--- src/rtl/ldm_stm_seq.sv ---
// Load/store-multiple sequencer: walks a 16-bit register list and issues one
// word memory request per selected register, lowest register first at the
// lowest address. Loads write the register file (or the PC for r15); stores
// read their data through the register-file read port. The updated base can
// optionally be written back to Rn after the last transfer.
module ldm_stm_seq (
    input  logic        clk,
    input  logic        rst,
    input  logic        start,
    input  logic        is_load,
    input  logic        pre,
    input  logic        up,
    input  logic        wback,
    input  logic [3:0]  rn,
    input  logic [31:0] base,
    input  logic [15:0] reg_list,
    output logic [3:0]  r_addr,
    input  logic [31:0] r_data,
    output logic [3:0]  w_addr,
    output logic [31:0] w_data,
    output logic        write_reg,
    output logic        write_pc,
    output logic        mem_req,
    output logic        mem_we,
    output logic [31:0] mem_addr,
    output logic [31:0] mem_wdata,
    input  logic        mem_ready,
    input  logic [31:0] mem_rdata,
    output logic        busy,
    output logic        done
);

    typedef enum logic [1:0] {
        S_IDLE = 2'd0,
        S_XFER = 2'd1,
        S_WB   = 2'd2,
        S_DONE = 2'd3
    } state_t;

    state_t      state_q, state_d;
    logic        is_load_q, is_load_d;
    logic        wb_en_q, wb_en_d;      // writeback requested and not overridden by a load of Rn
    logic [3:0]  rn_q, rn_d;
    logic [15:0] list_q, list_d;        // registers still to be transferred
    logic [31:0] addr_q, addr_d;        // address of the current transfer
    logic [31:0] final_q, final_d;      // base value written back in WB

    logic [4:0]  cnt;
    logic [31:0] base_al;
    logic [31:0] span;
    logic [31:0] start_addr;
    logic [31:0] final_addr;
    logic [3:0]  cur;
    logic        last;

    // Number of registers in the incoming list.
    // NOTE: every variable assigned in an always_comb gets a default first, so no path can infer a latch.
    always_comb begin
        cnt = '0;
        for (int i = 0; i < 16; i++) begin
            cnt = cnt + {4'b0, reg_list[i]};
        end
    end

    // First transfer address and final base from the P/U bits; base is word-aligned.
    always_comb begin
        base_al    = {base[31:2], 2'b00};
        span       = {25'b0, cnt, 2'b00};
        final_addr = up ? (base_al + span) : (base_al - span);
        unique case ({pre, up})
            2'b01:   start_addr = base_al;                  // IA
            2'b11:   start_addr = base_al + 32'd4;          // IB
            2'b00:   start_addr = base_al - span + 32'd4;   // DA
            default: start_addr = base_al - span;           // DB
        endcase
    end

    // Current register is the lowest set bit still pending.
    always_comb begin
        cur = '0;
        for (int i = 15; i >= 0; i--) begin
            if (list_q[i]) cur = 4'(i);
        end
        last = (list_q & (list_q - 16'd1)) == 16'd0;
    end

    // Next-state logic and command capture.
    always_comb begin
        state_d   = state_q;
        is_load_d = is_load_q;
        wb_en_d   = wb_en_q;
        rn_d      = rn_q;
        list_d    = list_q;
        addr_d    = addr_q;
        final_d   = final_q;
        unique case (state_q)
            S_IDLE: begin
                if (start) begin
                    is_load_d = is_load;
                    wb_en_d   = wback && !(is_load && reg_list[rn]);
                    rn_d      = rn;
                    list_d    = reg_list;
                    addr_d    = start_addr;
                    final_d   = final_addr;
                    state_d   = (reg_list == 16'd0) ? S_DONE : S_XFER;
                end
            end
            S_XFER: begin
                if (mem_ready) begin
                    list_d = list_q & (list_q - 16'd1);
                    addr_d = addr_q + 32'd4;
                    if (last) state_d = wb_en_q ? S_WB : S_DONE;
                end
            end
            S_WB:    state_d = S_DONE;
            default: state_d = S_IDLE;
        endcase
    end

    // Memory, register-file and status outputs decoded from the current state.
    always_comb begin
        mem_req   = 1'b0;
        mem_we    = 1'b0;
        mem_addr  = '0;
        mem_wdata = '0;
        r_addr    = '0;
        write_reg = 1'b0;
        write_pc  = 1'b0;
        w_addr    = '0;
        w_data    = '0;
        busy      = (state_q != S_IDLE);
        done      = (state_q == S_DONE);
        unique case (state_q)
            S_XFER: begin
                mem_req  = 1'b1;
                mem_addr = addr_q;
                if (!is_load_q) begin
                    mem_we    = 1'b1;
                    r_addr    = cur;
                    mem_wdata = r_data;
                end else if (mem_ready) begin
                    w_data = mem_rdata;
                    if (cur == 4'd15) begin
                        write_pc = 1'b1;
                    end else begin
                        write_reg = 1'b1;
                        w_addr    = cur;
                    end
                end
            end
            S_WB: begin
                write_reg = 1'b1;
                w_addr    = rn_q;
                w_data    = final_q;
            end
            default: ;
        endcase
    end

    // State register; reset abandons any in-flight sequence.
    // NOTE: sequential state uses non-blocking assignments so every register samples pre-edge values.
    always_ff @(posedge clk) begin
        if (rst) begin
            state_q   <= S_IDLE;
            is_load_q <= 1'b0;
            wb_en_q   <= 1'b0;
            rn_q      <= '0;
            list_q    <= '0;
            addr_q    <= '0;
            final_q   <= '0;
        end else begin
            state_q   <= state_d;
            is_load_q <= is_load_d;
            wb_en_q   <= wb_en_d;
            rn_q      <= rn_d;
            list_q    <= list_d;
            addr_q    <= addr_d;
            final_q   <= final_d;
        end
    end

endmodule
--- config.mk ---
export PLATFORM = sky130hd
export DESIGN_NAME = ldm_stm_seq
export DESIGN_NICKNAME = d
export VERILOG_FILES = /design/src/rtl/ldm_stm_seq.sv
export SDC_FILE = /design/constraint.sdc
export NUM_CORES = 1
export LEC_CHECK = 0
export CAP_MARGIN = 10
export CELL_PAD_IN_SITES_DETAIL_PLACEMENT = 1
export CELL_PAD_IN_SITES_GLOBAL_PLACEMENT = 2
export CORE_ASPECT_RATIO = 0.5
export CORE_MARGIN = 4
export CORE_UTILIZATION = 27
export CTS_CLUSTER_DIAMETER = 200
export DETAILED_ROUTE_END_ITERATION = 16
export PLACE_DENSITY_LB_ADDON = 0.1
export RECOVER_POWER = 25
export SYNTH_ARGS = -nofsm -noshare
export SYNTH_HDL_FRONTEND = slang
export SYNTH_SLANG_ARGS = --single-unit
--- constraint.sdc ---
create_clock -name clk -period 7.8 [get_ports clk]
set_input_delay 0.78 -clock clk [delete_from_list [all_inputs] [get_ports clk]]
set_output_delay 0.78 -clock clk [all_outputs]
set_load 0.1 [all_outputs]
# Word-level counts from Yosys, hierarchy flattened
# Index checks and enable logic that the tools add are counted.
[word_totals]
regBits = 88
inputBits = 124
out_inout_bits = 110
word_cells = 106
[classes]
n_addsub = 21
n_lt_le_gt_ge = 1
eq_ne = 9
mux = 55
bitwise = 1
reduce_logical = 12
[ops]
columns = ["cell", "n"]
rows = [
  ["32-bit two-way mux", 8],
  ["32-bit one-hot mux with 2 select lines", 2],
  ["32-bit by 3-bit adder with 32-bit output (second input constant)", 3],
  ["32-bit one-hot mux with 3 select lines", 1],
  ["4-bit two-way mux", 21],
  ["5-bit by 1-bit adder with 5-bit output", 11],
  ["32-bit by 7-bit adder with 32-bit output", 1],
  ["16-bit zero test", 2],
  ["16-bit two-way mux", 2],
  ["16-bit one-hot mux with 2 select lines", 1],
  ["32-bit by 7-bit subtractor with 32-bit output", 1],
  ["16-bit AND", 1],
  ["16-bit by 1-bit subtractor with 16-bit output (second input constant)", 1],
  ["1-bit two-way mux", 12],
  ["2-bit two-way mux", 4],
  ["4-bit one-hot mux with 2 select lines", 1],
  ["2-bit == test (second input constant)", 3],
  ["2-bit inequality test (second input constant)", 3],
  ["2-bit one-hot mux with 3 select lines", 1],
  ["3-bit AND reduction", 2],
  ["4-bit by 1-bit adder with 5-bit output", 1],
  ["4-bit by 5-bit < comparator with 1-bit output (second input constant)", 1],
  ["3-bit by 1-bit adder with 4-bit output", 1],
  ["1-bit binary-select mux with 4-bit select", 1],
  ["10 further kinds", 14],
]

# Depth between registers and ports, before layout
[logic_depth]
word_depth = 21
depth_mapped = 25
mapped_depth_nobuf = 23

# Worst setup path before layout
# No wires, ideal clock.
[synth_path]
path_type = "input to register"
startpoint = "input port reg_list[0]"
endpoint = "register addr_q[30]"
setup_time_ns = 0.132
t_arrival_ns = 6.936
required_time_ns = 7.668
setup_slack_ns = 0.733
path_stages = 20
n_path_buf = 1
cell_sequence = "inv_1 > fa_1 > fa_1 > fa_1 > fa_1 > inv_1 > ha_1 > fa_1 > xor2_1 > ha_1 > buf_2 > nor2_1 > o311a_1 > or4_1 > or3_1 > a2111oi_4 > or4b_4 > or4_1 > a31oi_1 > nor3_1"
[synth_between]
elab_chain_len = 20
[synth_rtl]
columns = ["element", "line_no", "source"]
rows = [
  ["start, declared", "16", "input logic [15:0] reg_list,"],
  ["1-bit by 1-bit adder with 2-bit output (*)", "61", "cnt = cnt + {4'b0, reg_list[i]};"],
  ["2-bit by 1-bit adder with 3-bit output (*)", "61", ""],
  ["3-bit by 1-bit adder with 4-bit output (*)", "61", ""],
  ["4-bit by 1-bit adder with 5-bit output (*)", "61", ""],
  ["5-bit by 1-bit adder with 5-bit output (*) (11 in a row)", "61", ""],
  ["32-bit by 7-bit subtractor with 32-bit output (*)", "73, 74", ""],
  ["32-bit by 3-bit adder with 32-bit output", "73", "2'b00: start_addr = base_al - span + 32'd4;"],
  ["32-bit one-hot mux with 3 select lines (*)", "70", "unique case ({pre, up})"],
  ["32-bit two-way mux (*)", "98", "if (start) begin"],
  ["32-bit one-hot mux with 2 select lines (*)", "96", "unique case (state_q)"],
  ["end signal, assigned", "177", "addr_q <= addr_d;"],
  ["end, declared", "45", "logic [31:0] addr_q, addr_d;"],
]
# Mark *: on every way between the ends. The rest lies on a longest branch, timed or not. The select of a mux whose other input is x is not followed.
# A chain may end at the register's enable or synchronous reset.

# Worst setup path after layout
# Ends and elaborated chain as after synthesis.

==> flow_metrics.py <==
metrics = {
    "floorplan": {
        "fp.coreArea_mm2": 0.0335,
        "num_io_pins": 234,
        "die_height_um": 139,
        "initial_utilization": 0.277,
        "fp_rows": 47,
        "dieWidth_um": 270,
        "floorplan.die_area_mm2": 0.0375,
    },
    "synth": {
        "count_of_flip_flops_with_a_built_in_enable_after_synthesis": 0,
        "number_of_storage_elements_in_the_synthesis_netlist": 84,
        "share_of_synthesized_area_spent_on_multiplexers": 0.0177,
        "post_synth.cell_area_avg_um2": 6.85,
        "synth-warning-count": 0,
        "synth_async_sr_flop_share": 0,
        "synth_fa_ha_area_frac": 0.0643,
        "synth_cell_types": 81,
        "fraction_of_synthesized_cell_area_in_xor_and_xnor_cells": 0.0719,
        "top_reg_cell_synth": "sky130_fd_sc_hd__dfxtp_1",
        "synth_compound_gate_area_share": 0.273,
        "synth_simple_gate_area_frac": 0.320,
        "dominant_combinational_cell_family_by_area_after_synthesis": "simple AND/OR/NAND/NOR gates",
        "yosysSeqAreaShare": 0.182,
        "syn_inst": 1351,
        "synth.cell_area_mm2": 0.00926,
    },
    "clock_network": {
        "cts.clk_slew.worst_paths_ns": 0.07,
        "cts.hold.buffers_added": 0,
        "clk_root_buffer_cell": "sky130_fd_sc_hd__clkbuf_16",
        "cts.path.max_buffers": 2,
        "clock_latency_ns": 0.38,
        "number_of_cts_inserted_buffers": 9,
        "tritoncts": "built",
        "clock_sink_count": 84,
        "post_cts_buffers": 0,
        "cts-htree-levels": 3,
    },
    "sta": {
        "drv_slew": 95,
        "timing.final.hold_violations": 0,
        "grt_setup_unrepaired": "false",
        "timing.max_slew.rel_slack": -0.148,
        "clock.fmax_mhz": 133,
        "finalClockSkew_ns": 0.0143,
        "timing.final.crit_share": 0.965,
        "tightestPinTransition_ns": 1.72,
        "final_period_minus_worst_setup_slack_ns": 7.53,
        "setup_tns_ns": 0,
        "setup_viol": 0,
    },
    "placed_design": {
        "buffer_ports.inserted": 229,
        "hpwlAfterDp_um": 34500,
        "placed_cells_incl_taps": 1994,
        "post_place_instance_area_mm2": 0.0123,
        "place_congestion": 0.910,
    },
    "pwr": {
        "internal_power_mw": 1.81,
        "pwr-share-comb": 0.715,
        "swShare": 0.572,
        "ir_drop_mv": 0.155,
        "total_switching_power_mw": 2.42,
        "power.static_leakage_nw": 4.65,
        "sequentialPowerShare": 0.169,
        "portion_of_total_power_attributed_to_the_clock_network": 0.115,
        "power_density_mw_per_mm2": 336,
        "p_total_mw": 4.23,
    },
    "final_layout": {
        "final_cells": 2008,
        "layout-drive-gt1-share": 0.0798,
        "mostFrequentLayoutCell": "sky130_fd_sc_hd__clkdlybuf4s50_1",
        "num_antenna_cells": 0,
        "synthToLayoutAreaGrowth_pct": 36.2,
        "filler_cell_count": 4139,
        "most-common-layout-cells": "203 x sky130_fd_sc_hd__clkdlybuf4s50_1, 164 x sky130_fd_sc_hd__nand2_1, 116 x sky130_fd_sc_hd__nor2_1, 116 x sky130_fd_sc_hd__a21oi_1, 84 x sky130_fd_sc_hd__dfxtp_1",
        "postLayoutCoreUtil": 0.377,
        "finalNetCount": 1726,
        "area_of_all_placed_cells_without_fillers_mm2": 0.0126,
    },
    "global_route": {
        "pin_count_of_the_biggest_net_entering_global_routing": 86,
        "grt.overflow.total": 0,
        "initial_antenna_violation_count": 0,
        "wire_length_of_the_first_global_routing_pass_um": 68600,
        "via_count_of_the_first_global_routing_pass": 11382,
        "globalRouteTotalUtil": 0.229,
    },
    "worst_setup_path": {
        "worst-endpoint-arrival_ns": 7.76,
        "worst_setup_path_end_kind": "register",
        "worst-path-buf-inv": 4,
        "criticalPathCategory": "input pin to register",
        "worst_endpoint_required_time_ns": 8.03,
        "crit_path_frequent_cell": "sky130_fd_sc_hd__fa_1",
        "worst-path-max-fanout": 5,
        "slowest_stage": "sky130_fd_sc_hd__fa_1",
        "critical_path.max_stage_delay_ns": 0.57,
        "cp_cell_sequence": "clkdlybuf4s50_1 > inv_1 > fa_1 > fa_1 > fa_1 > fa_1 > inv_1 > ha_1 > a21o_1 > a21oi_1 > xnor2_1 > inv_1 > ha_1 > o311a_1 > or4_1 > or3_1 > a2111oi_4 > or4b_4 > or4_1 > a31oi_1 > nor3_1",
        "worst_path_dominant_cell_family": "adder cells",
        "critical_path.startpoint_type": "input pin",
    },
    "routing": {
        "drt_iter0_markers": 673,
        "drt_drc_violations_left": 0,
        "number_of_vias_after_detailed_routing": 11215,
        "detail_route.vias_per_cell": 5.59,
        "route.antenna.remaining_nets": 0,
        "detail_route.wl_per_cell_um": 22.1,
        "routed_wl_um": 44400,
        "drt-pass1-iter-count": 7,
    },
    "run": {
        "max_cap_viol_count": 3,
    },
    "outcome": {
        "run_status": "finished, violations left",
        "violations": "max-capacitance violations, max-slew violations",
    },
    "worst_hold_path": {
        "min_path_type": "register to register",
    },
}
[power groups by stage]
stage                     sequential (mW)  combinational (mW)  clock, mW
after global routing                0.739                3.28      0.518
after detailed placement            0.724                3.03          0
after floorplan                     0.655                2.10          0
after CTS                           0.715                3.05      0.501
final                               0.717                3.03      0.488
after global placement              0.715                2.98          0
[Yosys cell counts (11+ instances only)]
cell | count | area share
sky130_fd_sc_hd__nand4_1 | 17 | 0.011
sky130_fd_sc_hd__and2_1 | 66 | 0.045
sky130_fd_sc_hd__ha_1 | 26 | 0.035
sky130_fd_sc_hd__o22ai_1 | 14 | 0.0095
sky130_fd_sc_hd__nand3_1 | 35 | 0.019
sky130_fd_sc_hd__a211oi_1 | 24 | 0.019
sky130_fd_sc_hd__nand2b_1 | 12 | 0.0081
sky130_fd_sc_hd__nor3_1 | 51 | 0.028
sky130_fd_sc_hd__clkbuf_1 | 98 | 0.040
sky130_fd_sc_hd__o21ai_0 | 63 | 0.034
sky130_fd_sc_hd__nor4_1 | 38 | 0.026
sky130_fd_sc_hd__dfxtp_1 | 84 | 0.18
sky130_fd_sc_hd__a21oi_1 | 116 | 0.063
sky130_fd_sc_hd__fa_1 | 12 | 0.026
sky130_fd_sc_hd__or3_1 | 20 | 0.014
sky130_fd_sc_hd__a22o_1 | 30 | 0.028
sky130_fd_sc_hd__inv_1 | 57 | 0.023
sky130_fd_sc_hd__and3_1 | 11 | 0.0074
sky130_fd_sc_hd__a22oi_1 | 17 | 0.014
sky130_fd_sc_hd__xor2_1 | 29 | 0.027
sky130_fd_sc_hd__nor2_1 | 116 | 0.047
sky130_fd_sc_hd__nand2_1 | 164 | 0.066
sky130_fd_sc_hd__a21o_1 | 16 | 0.013
sky130_fd_sc_hd__xnor2_1 | 47 | 0.044
[final timing paths]
path	cells past startpoint	end	slack, ns	startpoint
min reg2reg	2	final_q[27]	0.45	final_q[27]
max	21	addr_q[30]	0.27	reg_list[0]
min	2	final_q[27]	0.45	final_q[27]
max reg2reg	9	addr_q[28]	3.36	state_q[0]
[cells by family after synthesis]
kind of cell    after synthesis
compound gates              381
xor+xnor                     76
fa+ha+maj                    41
buf+inv                     170
flops                        84
mux                          10
other cells                   1
simple gates                588
[metrics by stage]
stage               worst slack (ns)  hold slack (ns)
floorplan                      0.733            0.429
global placement             -0.0653            0.442
detailed placement            -0.174            0.447
CTS                            0.195            0.457
global route                  0.0265            0.475
finish                         0.272            0.453
[layer usage]
layer	part of all wire	vias up	GRT usage
met5	0	-	0
met4	0.015	0	0.0492
met3	0.054	33	0.0425
met2	0.45	300	0.375
met1	0.48	5619	0.316
li1	-	5263	-
[registers in the layout, indices dropped and copies added, names as in the netlist]
signal and flops:
addr_q 30, final_q 30, is_load_q 1, list_q 16
rn_q 4, state_q 2, wb_en_q 1
[final cells by class]
class | instances | area, µm² | share of cell area
clock buffers | 9 | 225 | 0.0179
clock inverters | 5 | 78.8 | 0.00625
inverters | 57 | 214 | 0.0170
flip-flops and latches | 84 | 1680 | 0.133
multi-input cells | 1098 | 6930 | 0.549
repair buffers | 314 | 2930 | 0.232
well taps | 441 | 552 | 0.0438
[what timing repair did]
item / in CTS / in global routing
setup endpoints to repair: 0 / 1
gates resized for setup: 0 / 1
endpoints found under the hold margin: 0 / 0
[worst register-to-register path, stage by stage, from the launching register on]
cell and delay, ns:
sky130_fd_sc_hd__dfxtp_1 0.39, sky130_fd_sc_hd__inv_1 0.09, sky130_fd_sc_hd__ha_1 0.27, sky130_fd_sc_hd__inv_1 0.21, sky130_fd_sc_hd__nor2_1 0.11, sky130_fd_sc_hd__nor2_1 1.16, sky130_fd_sc_hd__clkbuf_1 1.32, sky130_fd_sc_hd__o21ai_0 0.28
sky130_fd_sc_hd__a221oi_1 0.37, sky130_fd_sc_hd__a211oi_1 0.11
No activity file was read; power rests on OpenSTA's default activity.
